==> config.mk <==
export PLATFORM = sky130hd
export DESIGN_NAME = serial_mag_comp
export DESIGN_NICKNAME = d
export VERILOG_FILES = /design/src/rtl/serial_mag_comp_pkg.sv /design/src/rtl/serial_mag_comp_byte_cmp_step.sv /design/src/rtl/serial_mag_comp.sv
export SDC_FILE = /design/constraint.sdc
export NUM_CORES = 1
export LEC_CHECK = 0
export CAP_MARGIN = 40
export CELL_PAD_IN_SITES_DETAIL_PLACEMENT = 0
export CELL_PAD_IN_SITES_GLOBAL_PLACEMENT = 2
export CORE_MARGIN = 4
export CORE_UTILIZATION = 19
export DETAILED_ROUTE_END_ITERATION = 7
export PLACE_DENSITY_LB_ADDON = 0.1
export SETUP_SLACK_MARGIN = 0.15
export SKIP_LAST_GASP = 1
export SYNTH_ARGS = -nofsm -noshare
export SYNTH_HDL_FRONTEND = slang
export SYNTH_HIERARCHICAL = 1
export SYNTH_SLANG_ARGS = --single-unit
==> constraint.sdc <==
create_clock -name clk -period 2 [get_ports clk]
set_input_delay 0.4 -clock clk [delete_from_list [all_inputs] [get_ports clk]]
set_output_delay 0.4 -clock clk [all_outputs]
set_load 0.05 [all_outputs]
==> src/rtl/serial_mag_comp_pkg.sv <==
// Shared definitions for the byte-serial magnitude comparator: FSM encoding,
// L/E/G flag-vector layout and the flag constants used by the cascade.
package serial_mag_comp_pkg;

  typedef enum logic {
    S_COLLECT = 1'b0,
    S_RESULT  = 1'b1
  } state_e;

  // Flag vector is {lt, eq, gt}
  localparam int FLAG_LT = 2;
  localparam int FLAG_EQ = 1;
  localparam int FLAG_GT = 0;

  localparam logic [2:0] FLAGS_INIT = 3'b010;
  localparam logic [2:0] FLAGS_LT   = 3'b100;
  localparam logic [2:0] FLAGS_GT   = 3'b001;

  function automatic logic flags_decided(input logic [2:0] f);
    return f[FLAG_LT] | f[FLAG_GT];
  endfunction

endpackage

==> src/rtl/serial_mag_comp_byte_cmp_step.sv <==
// One 8-bit stage of the L/E/G compare cascade: a decided verdict passes
// through untouched, otherwise this byte pair decides it.
module byte_cmp_step
  import serial_mag_comp_pkg::*;
(
  input  logic [7:0] a,
  input  logic [7:0] b,
  input  logic [2:0] flags_in,
  output logic [2:0] flags_out
);

  always_comb begin
    flags_out = flags_in;
    if (!flags_decided(flags_in)) begin
      if (a > b)      flags_out = FLAGS_GT;
      else if (a < b) flags_out = FLAGS_LT;
      else            flags_out = FLAGS_INIT;
    end
  end

endmodule

==> src/rtl/serial_mag_comp.sv <==
// Byte-serial unsigned magnitude comparator, MSB first. The registered flag
// vector is the cascade input to each following byte step.
module serial_mag_comp
  import serial_mag_comp_pkg::*;
#(
  parameter int NBYTES = 4,
  parameter int CNT_W  = 2
) (
  input  logic             clk,
  input  logic             rst,
  input  logic             abort,
  input  logic             in_valid,
  output logic             in_ready,
  input  logic [7:0]       in_a,
  input  logic [7:0]       in_b,
  output logic             res_valid,
  input  logic             res_ready,
  output logic             res_lt,
  output logic             res_eq,
  output logic             res_gt,
  output logic [CNT_W-1:0] byte_idx
);

  localparam logic [CNT_W-1:0] LAST_IDX = CNT_W'(NBYTES - 1);

  state_e           state_q, state_d;
  logic [CNT_W-1:0] idx_q, idx_d;
  logic [2:0]       flags_q, flags_d;
  logic [2:0]       step_flags;
  logic             accept;

  byte_cmp_step u_step (
    .a         (in_a),
    .b         (in_b),
    .flags_in  (flags_q),
    .flags_out (step_flags)
  );

  assign in_ready  = (state_q == S_COLLECT);
  assign res_valid = (state_q == S_RESULT);
  assign accept    = in_valid && in_ready && !abort;

  always_comb begin
    state_d = state_q;
    idx_d   = idx_q;
    flags_d = flags_q;
    unique case (state_q)
      S_COLLECT: begin
        if (abort) begin
          // Partial word discarded; any byte offered this cycle is dropped
          idx_d   = '0;
          flags_d = FLAGS_INIT;
        end else if (accept) begin
          flags_d = step_flags;
          if (idx_q == LAST_IDX) begin
            idx_d   = '0;
            state_d = S_RESULT;
          end else begin
            idx_d = idx_q + 1'b1;
          end
        end
      end
      S_RESULT: begin
        if (res_ready) begin
          state_d = S_COLLECT;
          flags_d = FLAGS_INIT;
        end
      end
      default: begin
        state_d = S_COLLECT;
        idx_d   = '0;
        flags_d = FLAGS_INIT;
      end
    endcase
  end

  always_ff @(posedge clk) begin
    if (rst) begin
      state_q <= S_COLLECT;
      idx_q   <= '0;
      flags_q <= FLAGS_INIT;
    end else begin
      state_q <= state_d;
      idx_q   <= idx_d;
      flags_q <= flags_d;
    end
  end

  assign byte_idx = idx_q;
  assign res_lt   = flags_q[FLAG_LT];
  assign res_eq   = flags_q[FLAG_EQ];
  assign res_gt   = flags_q[FLAG_GT];

endmodule

Word-level counts from Yosys, hierarchy flattened --
Cells that the tools add are included.
Storage, ports and cells: register bits after elaboration 6, input port bits 21, output and inout port bits 7, word-level logic and storage cells 33
Operators by class: $add $sub $neg 1, order comparisons 2, eq/ne operators 4, multiplexer cells 15, bitwise operators 2, reductions and logical operators 6
Operator list (count):
- two-way mux 3 bit | 6
- > comparator 8 bit | 1
- < comparator 8 bit | 1
- two-way mux 2 bit | 3
- one-hot mux 3 bit (2 select lines) | 1
- two-way mux 1 bit | 4
- != test 3 x 2 -> 1 bit, second input constant | 1
- != test 3 bit, second input constant | 1
- AND reduction 3 bit | 1
- adder 2 x 1 -> 2 bit, second input constant | 1
- equality test 2 bit, second input constant | 1
- logical AND 1 bit | 2
- != test 2 bit, second input constant | 1
- one-hot mux 1 bit (2 select lines) | 1
- AND reduction 2 bit | 1
- nonzero test 2 bit | 1
- zero test 1 bit | 1
- NOT 1 bit | 1
- bitwise OR 1 bit | 1

Longest topological paths before layout --
Gate-level depths: netlist (run 1).
word-level depth 7, gate-level depth with buffers 8, mapped depth without buffers 8

Hierarchy --
Netlist (run 1), hierarchy kept.
By module, submodules not included:
- serial_mag_comp | times used 1, cells each 26, area an instance 251.5 um^2
- byte_cmp_step | times used 1, cells each 36, area an instance 239.0 um^2

Worst setup path before layout (run 1) --
OpenSTA, ideal clock, no wires.
kind input-to-reg, from in in_b[7], to reg flags_q[2], setup time 117 ps, data arrival time 1419 ps, required time 1883 ps, slack 464 ps, stages 7, path through inv_1 ha_1 nand2_1 o21ai_0 nor2_1 a21o_1 a22o_2
Between the ends: cells in the longest elaborated chain, start to end 7, elaborated cells between the ends (all ways) 8, classes of those cells order compare: 2; mux: 6
RTL lines:
- start, declared | line serial_mag_comp.sv:15 | input logic [7:0] in_b,
- < comparator 8 bit | line serial_mag_comp_byte_cmp_step.sv:16 | else if (a < b) flags_out = FLAGS_LT;
- two-way mux 3 bit | line serial_mag_comp_byte_cmp_step.sv:16
- two-way mux 3 bit (*) | line serial_mag_comp_byte_cmp_step.sv:15 | if (a > b) flags_out = FLAGS_GT;
- two-way mux 3 bit (*) | line serial_mag_comp_byte_cmp_step.sv:14 | if (!flags_decided(flags_in)) begin
- named net step_flags[2] | line serial_mag_comp.sv:29 | logic [2:0] step_flags;
- two-way mux 3 bit (*) | line serial_mag_comp.sv:53 | end else if (accept) begin
- two-way mux 3 bit (*) | line serial_mag_comp.sv:49 | if (abort) begin
- one-hot mux 3 bit (2 select lines) (*) | line serial_mag_comp.sv:47 | unique case (state_q)
- end signal, assigned | line serial_mag_comp.sv:85 | flags_q <= flags_d;
- end, declared | line serial_mag_comp.sv:28 | logic [2:0] flags_q, flags_d;
Mark *: on every way through the listed nets, which the timed path passes. The rest lies on a longest branch. The select of a mux whose other input is x is not followed. A chain may end at the register's enable or synchronous reset.

Worst setup path in the final report (run 1) --
from reg idx_q[1], in the netlist byte_idx[1], to out byte_idx[1]
RTL lines:
- start, declared | line serial_mag_comp.sv:27 | logic [CNT_W-1:0] idx_q, idx_d;
- start signal, assigned | line serial_mag_comp.sv:84 | idx_q <= idx_d;
- end, declared | line serial_mag_comp.sv:21 | output logic [CNT_W-1:0] byte_idx
No word-level cell between the ends.

==> results of run 1 <==
worst min-delay path, stage by stage, from the launching register on:
cell     delay [ns]
dfxtp_1        0.32
inv_1          0.05
a22oi_1        0.07
logic make-up (layout without fill, tap and decap cells):
kind of cell | after synthesis | after routing | synth area share, %
flip-flops | 6 | 6 | 24.5
buffers and inverters | 11 | 42 | 8.42
adder cells (fa/ha/maj) | 9 | 9 | 23.0
AND/OR/NAND/NOR | 17 | 17 | 17.6
AO/OA/AOI/OAI | 19 | 19 | 26.5
how the worst max path moves through the flow:
stage	start	to	depth (start not counted)	slack, ns
6_report	byte_idx[1]$_SDFFE_PP0P_	byte_idx[1]	1	0.21
2_1_floorplan	in_b[7]	flags_q[2]$_SDFFE_PP0P_	7	0.46
5_1_grt	in_b[3]	flags_q[1]$_SDFFE_PP1P_	9	0.14
3_3_place_gp	in_b[7]	flags_q[2]$_SDFFE_PP0P_	8	-0.08
4_1_cts	byte_idx[0]$_SDFFE_PP0P_	byte_idx[0]	1	0.15
3_5_place_dp	in_b[7]	flags_q[2]$_SDFFE_PP0P_	8	-0.09
metal layers:
metal	part of all wire (%)	routed length [um]
met1	47	619
met2	44	577
met3	9.4	124
met4	0	0
met5	0	0
synthesized netlist by cell type:
master / count / area, um^2
ha_1: 9 / 113
a21o_1: 2 / 15.0
nor3_1: 1 / 5.00
or2b_1: 1 / 7.51
inv_1: 11 / 41.3
and2b_1: 1 / 7.51
nor2_1: 7 / 26.3
nor3b_1: 1 / 7.51
a21oi_1: 5 / 25.0
o211ai_1: 1 / 7.51
nand2_1: 2 / 7.51
a22o_2: 2 / 20.0
o21ai_1: 1 / 5.00
a22oi_1: 3 / 22.5
o21ai_0: 2 / 10.0
o21bai_1: 1 / 7.51
a2bb2oi_1: 1 / 8.76
dfxtp_1: 6 / 120
nor2b_1: 1 / 6.26
a21oi_2: 1 / 8.76
or3_1: 1 / 6.26
nand4_1: 2 / 12.5
cell type report:
| class | instances | share of cell area (%) |
|---|---|---|
| clock buffers | 3 | 2.52 |
| inverters | 11 | 4.63 |
| multi-input cells | 45 | 43.5 |
| flip-flops and latches | 6 | 13.5 |
| well taps | 30 | 4.21 |
| repair buffers | 28 | 31.7 |
cell usage in the layout, fill, tap and decap left out, drive strengths merged:
cell | netlist | layout
nor2 | 7 | 7
a2bb2oi | 1 | 1
and2b | 1 | 1
a21o | 2 | 2
a22o | 2 | 2
a21oi | 6 | 6
o211ai | 1 | 1
clkdlybuf4s50 | 0 | 18
inv | 11 | 11
buf | 0 | 3
nand2 | 2 | 2
or3 | 1 | 1
or2b | 1 | 1
clkbuf | 0 | 3
nand4 | 2 | 2
o21bai | 1 | 1
nor3 | 1 | 1
nor2b | 1 | 1
dlygate4sd2 | 0 | 2
dlymetal6s2s | 0 | 5
a22oi | 3 | 3
dfxtp | 6 | 6
o21ai | 3 | 3
ha | 9 | 9
nor3b | 1 | 1
flip-flops by register name (all words and copies together) (netlist names):
signal	flops
byte_idx	2
res_valid	1
flags_q	3
stage by stage:
| step | total power [W] | instance area [um^2] | setup WS, ns | hold WS [ns] |
|---|---|---|---|---|
| 5_1_grt | 0.000418 | 892 | 0.136 | 0.540 |
| 3_3_place_gp | 0.000261 | 801 | -0.0788 | 0.487 |
| 3_5_place_dp | 0.000259 | 801 | -0.0886 | 0.484 |
| 2_1_floorplan | 0.000196 | 490 | 0.464 | 0.469 |
| 4_1_cts | 0.000382 | 821 | 0.150 | 0.499 |
| 6_report | 0.000386 | 892 | 0.208 | 0.495 |
power by group:
group	internal, W	leakage [nW]	switching, W	total (W)
Sequential	0.000124	0.0489	0.00000526	0.000130
Combinational	0.0000786	0.352	0.0000634	0.000142
Clock	0.0000680	0.0138	0.0000460	0.000114
Total	0.000271	0.415	0.000115	0.000386
what timing repair did:
| item | CTS | global route |
|---|---|---|
| gates resized for setup | 2 | 16 |
| gates cloned | 0 | 0 |
| endpoints found under the setup margin | 2 | 5 |
| pin swaps | 0 | 7 |
==> flow_summary.toml, run 1 <==
[clock_tree]
cts_htree_levels = 1
ctsHoldBuffers = 0
clk_path_buf_depth = 2
cts_buffers = 3
postCtsSetupBuffers = 0
clock_sinks = 6
cts_root_buffer = "clkbuf_4"
clk_latency_ns = 0.24
cts_tree = "built"
clk_pin_slew_ns = 0.05

[setup_path]
worstSetupStartpointType = "flip-flop"
crit_path_max_fanout = 3
crit_family = "buffers and inverters"
r2r_setup_slack_ns = 0.80
crit_chain = "clkdlybuf4s50_1"
reg2regPathDepth = 3
timing.rr.start = "res_valid$_SDFF_PP0_"
path_class = "reg -> out"
end_kind = "output port"
cp_slowest_stage_delay_ns = 0.81
slowest_stage = "clkdlybuf4s50_1"
cp.arrival_ns = 1.39
crit_required_ns = 1.60
reg2reg_to = "flags_q[0]$_SDFFE_PP0P_"
cp_num_buf_inv = 1

[sta]
fmax_mhz = 558
slew_headroom_pct = 66.6
drv_slew = 0
period_share_pct = 89.6
tns_ns = 0
finalCriticalPeriod_ns = 1.79
hold_viol = 0
worstMarginPinSlew_ns = 0.500
setup-violations-final = 0
finalClockSkew_ns = 0.00201
rsz0062_at_grt = "true"

[final_layout]
multiInputGateArea_um2 = 388
nFillCells = 276
fin_util_pct = 36.0
fin_nets = 125
final_cells = 123
diodes = 0
area_delta_synth_final_pct = 81.9
drive_above_1_share_pct = 19.4
regArea_um2 = 120

[die]
die_h_um = 58.8
ios = 28
core-area_mm2 = 0.00248
dieArea_mm2 = 0.00346
dieWidth_um = 58.8
num_rows = 18
initial_core_util_pct = 19.8

[min_path]
whs_path_depth = 2
hp-start = "flags_q[1]$_SDFFE_PP1P_"
hold_class = "reg -> reg"
min_to = "flags_q[1]$_SDFFE_PP1P_"

[global_route]
grt_pass1_wl_mm = 1.99
grt_util_met1_pct = 11.4
grt_max_degree = 7
grt_pass1_vias = 481
grt_use_met2_pct = 9.62
top_usage_layer = "met1"
globalRouteMet3Util_pct = 3.29
track_usage_pct = 7.57
overflow = 0
antenna_found_initial = 0

[drt]
firstDrtPassIters = 4
drtAntennaViolNets = 0
wl_per_cell_um = 10.7
wirelength_mm = 1.32
viasPerCell = 4.34
drtIter0Drc = 7
drc = 0
num_vias = 534

[power]
ir_drop_v = 0.000328
p_leak_nw = 0.415
powerDensity_mw_per_mm2 = 432

[logic_synthesis]
synth.net_count = 92
syn_area_um2 = 490
syn_avg_cell_area_um2 = 7.91
netlist_instances = 62
synthDistinctLibCells = 22
yosys_warnings = 6
synth-seq-cells = 6
ys_seq_area_share_pct = 24.5

[placed_design]
hpwl_mm = 1.00
port_buffers = 27
place_congestion = 0.640
dp.cells = 120

[run]
drv_cap = 0

[status]
status = "completed"
Note: power is estimated with default switching activity, not from simulation.
==> inputs of run 2 (changes only) <==
--- a/config.mk
+++ b/config.mk
@@ -10,6 +10,7 @@
 export CELL_PAD_IN_SITES_GLOBAL_PLACEMENT = 2
 export CORE_MARGIN = 4
 export CORE_UTILIZATION = 19
+export CTS_CLUSTER_SIZE = 40
 export DETAILED_ROUTE_END_ITERATION = 7
 export PLACE_DENSITY_LB_ADDON = 0.1
 export SETUP_SLACK_MARGIN = 0.15
==> results of run 2 <==
Same layout as run 1: the final DEF is identical, and so are final timing and power.
==> inputs of run 3 (changes only) <==
--- a/config.mk
+++ b/config.mk
@@ -8,7 +8,7 @@
 export CAP_MARGIN = 40
 export CELL_PAD_IN_SITES_DETAIL_PLACEMENT = 0
 export CELL_PAD_IN_SITES_GLOBAL_PLACEMENT = 2
-export CORE_MARGIN = 4
+export CORE_MARGIN = 5
 export CORE_UTILIZATION = 19
 export CTS_CLUSTER_SIZE = 40
 export DETAILED_ROUTE_END_ITERATION = 7
==> flow_summary.toml, run 3 (synthesis gave the netlist of run 1 again) <==
[sta]
setup-violations-final = 0
slew_headroom_pct = 66.2
drv_slew = 0
tns_ns = 0
worstMarginPinSlew_ns = 0.506
finalClockSkew_ns = 0.00430
finalCriticalPeriod_ns = 1.80
period_share_pct = 89.8
hold_viol = 0
fmax_mhz = 557
rsz0062_at_grt = "true"
setup_slack_ns = 0.203
hold_ws_ns = 0.490

[global_route]
grt_pass1_vias = 473
grt_pass1_wl_mm = 1.90
track_usage_pct = 6.75
antenna_found_initial = 0
overflow = 0
grt_max_degree = 7

[setup_path]
path_class = "in -> reg"
reg2reg_to = "flags_q[1]$_SDFFE_PP1P_"
crit_family = "compound AO/OA/AOI/OAI gates"
crit_path_start = "in_b[5]"
crit_required_ns = 2.13
critPathMostFrequentCell = "a21o_1"
crit_path_max_fanout = 3
crit_cells = 7
cp_slowest_stage_delay_ns = 0.45
crit_chain = "clkdlybuf4s50_1 -> inv_1 -> ha_1 -> nand4_1 -> a21o_1 -> a21o_1 -> a22o_2"
reg2regPathDepth = 3
cp-endpoint = "flags_q[2]$_SDFFE_PP0P_"
slowest_stage = "clkdlybuf4s50_1"
worstSetupStartpointType = "input pin"
cp.arrival_ns = 1.92
cp_num_buf_inv = 2
timing.rr.start = "res_valid$_SDFF_PP0_"
r2r_setup_slack_ns = 0.87
end_kind = "flip-flop"

[clock_tree]
cts_tree = "built"
cts_buffers = 3
clk_path_buf_depth = 2
clock_sinks = 6
clk_pin_slew_ns = 0.04
cts_root_buffer = "clkbuf_4"
clk_latency_ns = 0.24
cts_htree_levels = 1

[placed_design]
dp.cells = 121
port_buffers = 27
dp_slack_ns = -0.0721
place_congestion = 0.652
hpwl_mm = 1.07

[die]
initial_core_util_pct = 19.8
dieWidth_um = 60.8
die_h_um = 60.8
core-area_mm2 = 0.00248
ios = 28
num_rows = 18
dieArea_mm2 = 0.00370

[drt]
viasPerCell = 4.26
wirelength_mm = 1.26
num_vias = 528
wl_per_cell_um = 10.1
drc = 0
firstDrtPassIters = 3
drtAntennaViolNets = 0
drtIter0Drc = 7

[final_layout]
nFillCells = 282
largest_register = "flags_q"
fin_util_pct = 34.4
final_cell_mix = "clkdlybuf4s50_1 (20), inv_1 (11), ha_1 (8)"
fin_nets = 126
largest_reg_flops = 3
drive_above_1_share_pct = 11.7
area_delta_synth_final_pct = 73.7
diodes = 0
regArea_um2 = 120
layout_commonest_cell = "clkdlybuf4s50_1"
final_cells = 124
multiInputGateArea_um2 = 342

[power]
p_leak_nw = 0.407
ir_drop_v = 0.000351
powerDensity_mw_per_mm2 = 432

[run]
drv_cap = 0

[min_path]
hold_class = "reg -> reg"

[status]
status = "completed"
## run 3: worst min path at each step
stage	start	to	cells after the start
3_5_place_dp	flags_q[1]$_SDFFE_PP1P_	flags_q[1]$_SDFFE_PP1P_	2
4_1_cts	flags_q[1]$_SDFFE_PP1P_	flags_q[1]$_SDFFE_PP1P_	2
5_1_grt	flags_q[1]$_SDFFE_PP1P_	flags_q[1]$_SDFFE_PP1P_	2
6_report	flags_q[1]$_SDFFE_PP1P_	flags_q[1]$_SDFFE_PP1P_	2
3_3_place_gp	flags_q[1]$_SDFFE_PP1P_	flags_q[1]$_SDFFE_PP1P_	2
2_1_floorplan	rst	res_valid$_SDFF_PP0_	1
## run 3: stage by stage
stage,cell area (um^2),power (W)
6_report,852,0.000368
5_1_grt,852,0.000399
4_1_cts,830,0.000375
3_5_place_dp,808,0.000261
3_3_place_gp,808,0.000262
2_1_floorplan,490,0.000196
## run 3: routing by layer
layer | share of wire, % | track usage (%) | wire, um | up-vias
li1 | - | - | - | 284
met1 | 47 | 9.21 | 597 | 230
met2 | 43 | 10.1 | 547 | 14
met3 | 9.1 | 3.62 | 114 | 0
met4 | 0 | 0 | 0 | 0
met5 | 0 | 0 | 0 | -
## run 3: worst register-to-register path, stage by stage (launching register included)
cell and delay, ns:
dfxtp_1 0.34, or3_1 0.39, a21oi_2 0.19, a22oi_1 0.10
## run 3: what timing repair did
item                       in CTS  in global routing
setup endpoints to repair       1                  6
hold buffers                    0                  0
resized for setup               1                  6
pin swaps                       0                  6
buffers inserted                0                  0
hold endpoints to repair        0                  0
## run 3: layout make-up
cell class / instances / area share [%]
multi-input combinational: 45 / 40.1
timing repair buffer: 29 / 33.9
sequential: 6 / 14.1
inverter: 11 / 4.85
tap: 30 / 4.41
clock buffer: 3 / 2.64
## run 3: power by group
part           internal (W)  leakage [nW]  switching [W]
Clock             0.0000676        0.0138      0.0000398
Combinational     0.0000737         0.344      0.0000573
Sequential         0.000125        0.0489     0.00000493
